**src/rtl/hazard_stall_ctrl.sv**
```systemverilog
// Hazard/stall controller: load-use bubbles, branch squash, memory freeze.
// Optional counters enabled by defining HAZARD_PERF_CNT_EN.
module hazard_stall_ctrl #(
   parameter int FLUSH_CYCLES = 1,
   parameter int CNT_W        = 16
) (
   input  logic             clk,
   input  logic             reset,
   input  logic [4:0]       id_rs1,
   input  logic [4:0]       id_rs2,
   input  logic             id_uses_rs2,
   input  logic             ex_mem_read,
   input  logic [4:0]       ex_rd,
   input  logic             ex_branch_taken,
   input  logic             mem_busy,
   output logic             pc_write,
   output logic             if_id_write,
   output logic             id_ex_write,
   output logic             id_ex_bubble,
   output logic             if_id_flush,
   output logic             id_ex_flush,
   output logic [1:0]       state_o,
   output logic [CNT_W-1:0] stall_cnt,
   output logic [CNT_W-1:0] flush_cnt
);

   typedef enum logic [1:0] {
      RUN    = 2'd0,
      FREEZE = 2'd1,
      FLUSH  = 2'd2,
      UNUSED = 2'd3
   } state_t;

   localparam logic [2:0] FLUSH_INIT = 3'(FLUSH_CYCLES - 1);

   state_t     state, state_n;
   logic [2:0] flush_left, flush_left_n;
   logic       pending_br, pending_n;
   logic       lu, do_br, do_lu;
   logic       stall_inc, flush_inc;

   assign lu = ex_mem_read & (ex_rd != 5'd0) &
               ((ex_rd == id_rs1) |
                (id_uses_rs2 & (ex_rd == id_rs2)));

   assign state_o = state;

   // Next-state and pipeline control decode; memory freeze wins over all.
   always_comb begin
      pc_write     = 1'b1;
      if_id_write  = 1'b1;
      id_ex_write  = 1'b1;
      id_ex_bubble = 1'b0;
      if_id_flush  = 1'b0;
      id_ex_flush  = 1'b0;
      state_n      = state;
      flush_left_n = flush_left;
      pending_n    = pending_br;
      stall_inc    = 1'b0;
      flush_inc    = 1'b0;
      do_br        = 1'b0;
      do_lu        = 1'b0;
      unique case (state)
         RUN: begin
            if (mem_busy) begin
               pc_write    = 1'b0;
               if_id_write = 1'b0;
               id_ex_write = 1'b0;
               pending_n   = ex_branch_taken;
               stall_inc   = 1'b1;
               state_n     = FREEZE;
            end else if (ex_branch_taken) begin
               do_br = 1'b1;
            end else if (lu) begin
               do_lu = 1'b1;
            end
         end
         FREEZE: begin
            if (mem_busy) begin
               pc_write    = 1'b0;
               if_id_write = 1'b0;
               id_ex_write = 1'b0;
               pending_n   = pending_br | ex_branch_taken;
               stall_inc   = 1'b1;
            end else begin
               state_n   = RUN;
               pending_n = 1'b0;
               if (pending_br | ex_branch_taken)
                  do_br = 1'b1;
               else if (lu)
                  do_lu = 1'b1;
            end
         end
         FLUSH: begin
            if (mem_busy) begin
               pc_write    = 1'b0;
               if_id_write = 1'b0;
               id_ex_write = 1'b0;
               stall_inc   = 1'b1;
            end else begin
               if_id_flush  = 1'b1;
               flush_left_n = flush_left - 3'd1;
               if (flush_left <= 3'd1)
                  state_n = RUN;
            end
         end
         default: begin
            state_n = RUN;
         end
      endcase
      if (do_br) begin
         if_id_flush = 1'b1;
         id_ex_flush = 1'b1;
         flush_inc   = 1'b1;
         if (FLUSH_CYCLES > 1) begin
            flush_left_n = FLUSH_INIT;
            state_n      = FLUSH;
         end else begin
            state_n = RUN;
         end
      end
      if (do_lu) begin
         pc_write     = 1'b0;
         if_id_write  = 1'b0;
         id_ex_bubble = 1'b1;
         stall_inc    = 1'b1;
      end
   end

   // State, remaining squash cycles and remembered branch.
   always_ff @(posedge clk) begin
      if (reset) begin
         state      <= RUN;
         flush_left <= 3'd0;
         pending_br <= 1'b0;
      end else begin
         state      <= state_n;
         flush_left <= flush_left_n;
         pending_br <= pending_n;
      end
   end

`ifdef HAZARD_PERF_CNT_EN
   logic [CNT_W-1:0] stall_q, flush_q;

   // Saturating event counters.
   always_ff @(posedge clk) begin
      if (reset) begin
         stall_q <= '0;
         flush_q <= '0;
      end else begin
         if (stall_inc && (stall_q != '1))
            stall_q <= stall_q + CNT_W'(1);
         if (flush_inc && (flush_q != '1))
            flush_q <= flush_q + CNT_W'(1);
      end
   end

   assign stall_cnt = stall_q;
   assign flush_cnt = flush_q;
`else
   logic unused_cnt_inc;
   assign unused_cnt_inc = stall_inc ^ flush_inc;
   assign stall_cnt      = '0;
   assign flush_cnt      = '0;
`endif

endmodule

```
**config.mk**
```make
export PLATFORM = sky130hd
export DESIGN_NAME = hazard_stall_ctrl
export DESIGN_NICKNAME = d
export VERILOG_FILES = /design/src/rtl/hazard_stall_ctrl.sv
export SDC_FILE = /design/constraint.sdc
export NUM_CORES = 1
export LEC_CHECK = 0
export CAP_MARGIN = 20
export CELL_PAD_IN_SITES_DETAIL_PLACEMENT = 1
export CELL_PAD_IN_SITES_GLOBAL_PLACEMENT = 1
export CORE_ASPECT_RATIO = 0.6
export CORE_MARGIN = 5
export CORE_UTILIZATION = 16
export DETAILED_ROUTE_END_ITERATION = 7
export PLACE_DENSITY = 0.84
export RECOVER_POWER = 50
export SYNTH_ARGS = -nofsm -noshare
export SYNTH_HDL_FRONTEND = slang
export SYNTH_SLANG_ARGS = --single-unit
```
**constraint.sdc**
```tcl
create_clock -name clk -period 1.7 [get_ports clk]
set_clock_uncertainty 0.2 [all_clocks]
set_input_delay 0.17 -clock clk [delete_from_list [all_inputs] [get_ports clk]]
set_output_delay 0.17 -clock clk [all_outputs]
set_load 0.02 [all_outputs]
```
==> results.yml, run 1 <==
status:
  status: "finished, final reports clean"
synth:
  yosys-top-cells-count: "buf_4 (35), xor2_1 (9), inv_1 (3), nor3_1 (3)"
  synth-xor-area-share_pct: 18.6
  yosys.cell_count.top_type: "buf_4"
  synth_compound_area_share_pct: 8.92
  ys_seq_area_share_pct: 7.71
  synth_edf_count: 0
  synthMuxAreaShare_pct: 1.93
  synth_top_family_by_area: "buffers and inverters"
  yosysTopAreaCell: "buf_4"
  yosys_warnings: 0
  synthSimpleGateAreaFrac_pct: 6.99
  async_reset_ff_share_pct: 0
  synth_top_area_share_pct: 50.6
  synthCells: 67
  ys_seq_elements: 2
  synth.avg_cell_area_um2: 7.75
  synth_area_um2: 519
  yosysUniqueCellTypes: 17
  synthTopCellsByArea: "buf_4 (51%), xor2_1 (15%), dfxtp_1 (7.7%)"
  synthAdderAreaFrac_pct: 2.41
  synthFlopType: "dfxtp_1"
power_and_ir_drop:
  powerDensity_mw_per_mm2: 603
  power.leakage_nw: 0.430
  peakVddDrop_mv: 0.151
  finalPower_mw: 0.497
final_layout:
  antenna_cells: 0
  register_area_um2: 41.3
  area_growth_pct: 58.6
  layout.nets: 130
  layout-drive-gt1-share_pct: 28.3
  multi_input_area_um2: 343
  fillers: 401
clocking:
  clock-sinks: 2
  clock_path_buffers: 2
  root_buffer: "clkbuf_8"
  cts_made_buffers: 3
  clk_latency_ps: 210
  cts_hold_buf: 0
  clk_pin_slew_ps: 30
  cts_tree: "built"
  htree_levels: 1
global_route:
  gr-usage-all-layers_pct: 6.47
  antenna_found_initial: 0
  grt-ovfl-total: 0
  grt_max_degree: 5
  grt_pass1_wl_mm: 2.19
  grt_pass1_vias: 449
worst_setup_path:
  timing.rr.start: "state_o[0]$_SDFFE_PP0P_"
  start_kind: "input pin"
  regToRegEndpoint: "state_o[0]$_SDFFE_PP0P_"
  r2r_slack_ps: 380
  critPathArrivalTime_ps: 1300
  r2r_cells: 5
  critical_path_class: "in -> out"
  crit_path_end_kind: "output pin"
  crit_required_ps: 1330
  worstPathMaxFanout: 3
route:
  drc_errors: 0
  vias: 459
  avgViaCountPerCell: 3.04
  routedWlPerCell_um: 10.3
  drt_wl_total_mm: 1.55
  drt_pass1_iterations: 1
  drt-initial-drc-count: 0
  postRouteAntennaNets: 0
floorplanning:
  die_area_mm2: 0.00452
  die_w_um: 83.5
  dieHeight_um: 54.1
  num_rows: 16
  initial_core_util_pct: 16.3
  core_mm2: 0.00318
  io_pins: 61
placed_design:
  io_buffer_count: 27
  globalplace.congestion: 0.605
  pre_cts_ws_ps: -826
  hpwl_mm: 1.31
timing:
  tns_ps: 0
  fmax_mhz: 598
  drv_slew: 0
  final-setup-viol-count: 0
  grt_setup_unrepaired: "true"
  period_share_pct: 98.4
  worst_slack_ps: 27.0
  hold_viol_final: 0
  period_needed_ps: 1670
min_path:
  hold_depth: 3
  holdPathEnd: "pending_br$_SDFFE_PP0P_"
  hp-class: "in -> reg"
  worstHoldStart: "mem_busy"
flow_run:
  maxCapViolCount: 0
[registers in the layout, indices dropped and copies added, names as in the netlist]
| signal | flops |
|---|---|
| pending_br | 1 |
| state_o | 1 |
[routing by layer]
layer	vias to the layer above	track usage, %	part of all wire [%]
li1	227	-	-
met1	211	7.35	37
met2	17	10.8	55
met3	4	0.917	4.2
met4	0	6.42	3.2
met5	-	0	0
[logic make-up (layout without fill, tap and decap cells)]
group / count (synthesis) / count (layout)
fa+ha+maj: 1 / 1
flops: 2 / 2
simple gates: 7 / 7
xor+xnor: 11 / 11
compound gates: 6 / 6
other cells: 1 / 33
mux: 1 / 1
buf+inv: 38 / 45
[worst max-delay path: stages]
cell and delay (ps):
buf_6 100, or4_4 530, o211ai_2 170, buf_4 130, nor3_2 30, buf_4 160
[per-stage QoR]
stage | area [um2] | utilization, % | hold slack, ps | cells
after floorplan | 639 | - | 42.8 | 99
after global placement | 778 | 24.4 | 419 | 146
after detailed placement | 778 | 24.4 | 451 | 146
after CTS | 821 | 25.8 | 348 | 151
after global routing | 823 | 25.9 | 243 | 151
final | 823 | 25.9 | 174 | 151
[power breakdown]
group	switching [mW]	internal [mW]
Clock	0.0384	0.150
Sequential	0.00542	0.0556
Combinational	0.145	0.103
Total	0.188	0.308
[repair_timing]
| action | CTS | global route |
|---|---|---|
| resized for setup | 58 | 9 |
| setup buffers | 2 | 0 |
| pin swaps | 13 | 7 |
| setup endpoints to repair | 6 | 6 |
| endpoints found under the hold margin | 0 | 0 |
| gates cloned | 0 | 0 |
[layout make-up]
cell class	instances	share of cell area, %
Multi-Input combinational cell	59	41.6
Tap cell	45	6.84
Sequential cell	2	5.02
Clock buffer	3	5.02
Timing Repair Buffer	39	40.1
Inverter	3	1.37
[worst max path at each step]
stage	start	endpoint	slack, ps	depth (start not counted)
after CTS	ex_rd[2]	pc_write	-30	5
final	ex_rd[2]	id_ex_bubble	30	6
after global placement	ex_rd[2]	pc_write	-810	5
after floorplan	ex_rd[1]	pc_write	40	4
after global routing	id_rs1[1]	pc_write	-40	6
after detailed placement	ex_rd[1]	pc_write	-830	5
[cells in the final DEF, fill, tap and decap left out, types with 2 or more instances in the layout]
cell and n:
buf_6 5, buf_2 3, nor2_1 2, xnor2_1 2, nor3_2 2, dlygate4sd2_1 10, conb_1 33, buf_4 12
inv_1 3, clkdlybuf4s15_1 2, clkdlybuf4s50_1 4, clkbuf_8 3, xor2_1 9
Note: power is estimated with default switching activity, not from simulation.
==> inputs of run 2 (changes only) <==
Settings changed: CORE_MARGIN 5 to 2.
==> run 2 against run 1 <==
Global-route usage rose by 2.5 points. The flow now finishes with violations (negative setup slack). Critical path depth rose by 1. Final cell count fell by 4.0%.
==> results.yml, run 2 (same netlist as run 1, synthesis figures left out) <==
power_and_ir_drop:
  power.leakage_nw: 0.447
  peakVddDrop_mv: 0.167
  powerDensity_mw_per_mm2: 612
final_layout:
  area_growth_pct: 63.1
  finish.utilization_pct: 28.4
  register_area_um2: 40.0
  layout-drive-gt1-share_pct: 26.2
  layout_commonest_cell: "conb_1"
  layout.nets: 127
  multi_input_area_um2: 379
  fin_cells: 145
  fillers: 373
  final_cell_mix: "conb_1 (33), xor2_1 (8), dlygate4sd2_1 (7)"
  final_area_um2: 847
  antenna_cells: 0
clocking:
  clock_path_buffers: 2
  htree_levels: 1
  clock-sinks: 2
  clk_pin_slew_ps: 30
  clk_latency_ps: 220
  cts_tree: "built"
  root_buffer: "clkbuf_8"
  cts_made_buffers: 3
  cts_hold_buf: 0
route:
  drt_pass1_iterations: 4
  avgViaCountPerCell: 3.19
  routedWlPerCell_um: 12.2
  postRouteAntennaNets: 0
  drt-initial-drc-count: 6
  vias: 462
  drc_errors: 0
  drt_wl_total_mm: 1.77
floorplanning:
  die_w_um: 77.5
  io_pins: 61
  initial_core_util_pct: 17.4
  dieHeight_um: 48.1
  core_mm2: 0.00298
  die_area_mm2: 0.00373
  num_rows: 15
timing:
  period_needed_ps: 1770
  drv_slew: 0
  worst_slack_ps: -74.4
  period_share_pct: 104
  fmax_mhz: 564
  tns_ps: -166
  final-setup-viol-count: 3
  grt_setup_unrepaired: "true"
  hold_viol_final: 0
worst_setup_path:
  slowest_stage: "nor4_4"
  critPathArrivalTime_ps: 1400
  worstPathMaxFanout: 2
  crit_path_end_kind: "output pin"
  cpMostUsedCell: "buf_6"
  critical_path_class: "in -> out"
  critPathMaxStageDelay_ps: 310
  crit_path_cell_trace: "buf_8, buf_6, xor2_4, nor4_4, a32oi_2, o21a_1, buf_6"
  crit_required_ps: 1330
  start_kind: "input pin"
global_route:
  antenna_found_initial: 0
  gr-usage-all-layers_pct: 8.94
  grt_pass1_vias: 506
  grt-ovfl-total: 0
  grt_max_degree: 5
  grt_pass1_wl_mm: 2.39
flow_run:
  maxCapViolCount: 0
placed_design:
  globalplace.congestion: 0.729
  placed_cell_area_um2: 759
  hpwl_mm: 1.29
  io_buffer_count: 27
  dp.cells: 141
status:
  violations: "negative setup slack"
  status: "finished, violations left"
min_path:
  hp-class: "in -> reg"
run 2: critical path: cells and delay by family:
kind	cells	cell delay (ps)
AO/OA/AOI/OAI	2	420
XOR/XNOR	1	150
buffers and inverters	3	360
AND/OR/NAND/NOR	1	310
run 2: path summary, 6_finish.rpt:
path                                start                      end  slack (ps)  cells after the start
setup / recovery                 ex_rd[4]              if_id_write         -70                      7
hold / removal            ex_branch_taken  state_o[0]$_SDFFE_PP0P_         290                      4
setup reg to reg  state_o[0]$_SDFFE_PP0P_  state_o[0]$_SDFFE_PP0P_         290                      5
hold reg to reg   pending_br$_SDFFE_PP0P_  pending_br$_SDFFE_PP0P_         370                      2
run 2: report_power, final:
part	switching, mW	internal, mW	leakage [nW]
Combinational	0.162	0.0995	0.409
Sequential	0.00653	0.0550	0.0165
Clock	0.0454	0.151	0.0216
run 2: repair_timing:
item | 4_1_cts | 5_1_grt
endpoints found under the setup margin | 6 | 6
pin swaps | 10 | 11
resized for setup | 50 | 14
setup buffers | 1 | 0
run 2: routing by layer:
| layer | GRT usage (%) | up-vias | wire (um) |
|---|---|---|---|
| met1 | 8.37 | 219 | 630 |
| met4 | 3.21 | 0 | 14 |
| met3 | 2.59 | 2 | 89 |
| met2 | 19.8 | 22 | 1040 |
| met5 | 0 | - | 0 |
| li1 | - | 219 | - |
run 2: area by class of cell:
class                      instances  area share, %
multi-input combinational         59           44.8
timing repair buffer              36           38.1
tap                               42           6.20
clock buffer                       3           4.87
sequential                         2           4.73
inverter                           3           1.33
run 2: through the flow:
stage	setup slack [ps]	power, mW	hold slack [ps]
2_1_floorplan	43.9	0.257	42.8
3_3_place_gp	-836	0.302	303
3_5_place_dp	-837	0.310	348
4_1_cts	-113	0.520	354
5_1_grt	-142	0.549	306
6_report	-74.4	0.519	294
==> inputs of run 3 (changes only) <==
Settings changed: PLACE_DENSITY 0.84 to 0.86.
==> run 3 against run 2 <==
The run now ends clean. Sequential cell count is the same. Hold slack lost 60 ps. Register-to-register slack lost 180 ps. Sequential share of layout area is essentially flat. Total power shrank 3.9%. Via count grew 2.4%. Critical path depth grew 2. Combinational power shrank 2%. Maximum frequency grew 5.8%. First-iteration DRC count shrank 17%. Routed wire length shrank 3.9%.
==> results.yml, run 3 (same netlist as run 1, synthesis figures left out) <==
status:
  status: "finished, final reports clean"
final_layout:
  layout_commonest_cell: "conb_1"
  layout.nets: 129
  final_cell_mix: "conb_1 (33), xor2_1 (9), buf_4 (9)"
  antenna_cells: 0
  fin_cells: 147
  multi_input_area_um2: 370
  register_area_um2: 40.0
  area_growth_pct: 64.1
  fillers: 371
  layout-drive-gt1-share_pct: 29.5
global_route:
  grt_pass1_wl_mm: 2.35
  gr-usage-all-layers_pct: 8.35
  grt_max_degree: 5
  grt-ovfl-total: 0
  antenna_found_initial: 0
  grt_pass1_vias: 483
floorplanning:
  die_area_mm2: 0.00373
  num_rows: 15
  initial_core_util_pct: 17.4
  io_pins: 61
  core_mm2: 0.00298
  dieHeight_um: 48.1
  die_w_um: 77.5
clocking:
  cts_made_buffers: 3
  clock_path_buffers: 2
  clock-sinks: 2
  cts_hold_buf: 0
  clk_latency_ps: 210
  htree_levels: 1
  clk_pin_slew_ps: 30
  root_buffer: "clkbuf_8"
  cts_tree: "built"
min_path:
  hp-class: "in -> reg"
  worstHoldStart: "mem_busy"
  holdPathEnd: "pending_br$_SDFFE_PP0P_"
  hold_depth: 3
worst_setup_path:
  crit_path_cell_trace: "buf_6, buf_6, buf_4, xor2_1, nor3_2, a32oi_2, buf_4, nor3_4, buf_6"
  timing.rr.start: "state_o[0]$_SDFFE_PP0P_"
  cpMostUsedCell: "buf_6"
  crit_required_ps: 1330
  worstPathMaxFanout: 2
  critical_path_class: "in -> out"
  start_kind: "input pin"
  critPathMaxStageDelay_ps: 160
  r2r_slack_ps: 110
  slowest_stage: "xor2_1"
  crit_path_end_kind: "output pin"
  regToRegEndpoint: "pending_br$_SDFFE_PP0P_"
  critPathArrivalTime_ps: 1310
  r2r_cells: 6
route:
  avgViaCountPerCell: 3.22
  drc_errors: 0
  vias: 473
  drt-initial-drc-count: 5
  postRouteAntennaNets: 0
  routedWlPerCell_um: 11.6
  drt_pass1_iterations: 3
  drt_wl_total_mm: 1.70
placed_design:
  dp.cells: 141
  globalplace.congestion: 0.668
  hpwl_mm: 1.23
  io_buffer_count: 27
flow_run:
  maxCapViolCount: 0
power_and_ir_drop:
  power.leakage_nw: 0.468
  powerDensity_mw_per_mm2: 585
  finalPower_mw: 0.498
  peakVddDrop_mv: 0.163
timing:
  drv_slew: 0
  grt_setup_unrepaired: "true"
  fmax_mhz: 596
  final-setup-viol-count: 0
  period_share_pct: 98.6
  hold_viol_final: 0
  period_needed_ps: 1680
## run 3: changes by cell type in the layout (fill, tap and decap cells not counted), sizes merged
cell,before,now
clkdlybuf4s50,5,3
clkbuf,6,10
dlymetal6s2s,4,5
buf,15,16
dlygate4sd2,7,6
clkdlybuf4s15,2,1
## run 3: per-layer routing
layer | global-route usage, % | share of wire, % | vias to the layer above
li1 | - | - | 226
met4 | 2.50 | 0 | 0
met2 | 17.6 | 57 | 19
met3 | 2.22 | 5.8 | 0
met5 | 0 | 0 | -
met1 | 8.70 | 37 | 228
## run 3: metrics by stage
step	TNS (ps)	cell area [um2]	hold WS, ps	utilization (%)	worst slack [ps]
floorplan	0	639	42.8	-	43.9
global placement	-2960	759	303	25.5	-806
detailed placement	-3120	759	328	25.5	-823
CTS	-287	808	367	27.1	-115
global route	-130	852	233	28.6	-44.8
finish	0	852	235	28.6	23.0
## run 3: worst max path at each step
stage	slack [ps]	from	cells past startpoint	endpoint
3_3_place_gp	-810	ex_rd[1]	5	if_id_write
4_1_cts	-110	ex_rd[4]	6	if_id_write
6_report	20	ex_rd[4]	9	id_ex_bubble
2_1_floorplan	40	ex_rd[1]	4	pc_write
3_5_place_dp	-820	ex_rd[1]	5	if_id_write
5_1_grt	-40	ex_rd[1]	5	pc_write
## run 3: area by class of cell
cell class | instances | area share (%)
multi-input cells | 59 | 43.5
flip-flops and latches | 2 | 4.70
well taps | 42 | 6.17
clock buffers | 3 | 4.85
repair buffers | 38 | 39.5
inverters | 3 | 1.32
## run 3: power by group
part | total, mW | leakage (nW) | internal (mW) | switching, mW
logic | 0.255 | 0.430 | 0.0958 | 0.160
registers | 0.0611 | 0.0165 | 0.0551 | 0.00607
clock network | 0.182 | 0.0216 | 0.149 | 0.0326
total | 0.498 | 0.468 | 0.300 | 0.198
## run 3: repair_timing
item                                    4_1_cts  5_1_grt
gates resized for setup                      44       29
endpoints found under the hold margin         0        0
pin swaps                                     7       10
endpoints found under the setup margin        6        6
setup buffers                                 2        1
gates cloned                                  0        0
## run 3: worst max-delay path: cells and delay by family
kind                      cells  cell delay [ps]
AOI/OAI and AO/OA             1               90
and+or+nand+nor               2              260
xor gates and xnor gates      1              160
buffers and inverters         5              630
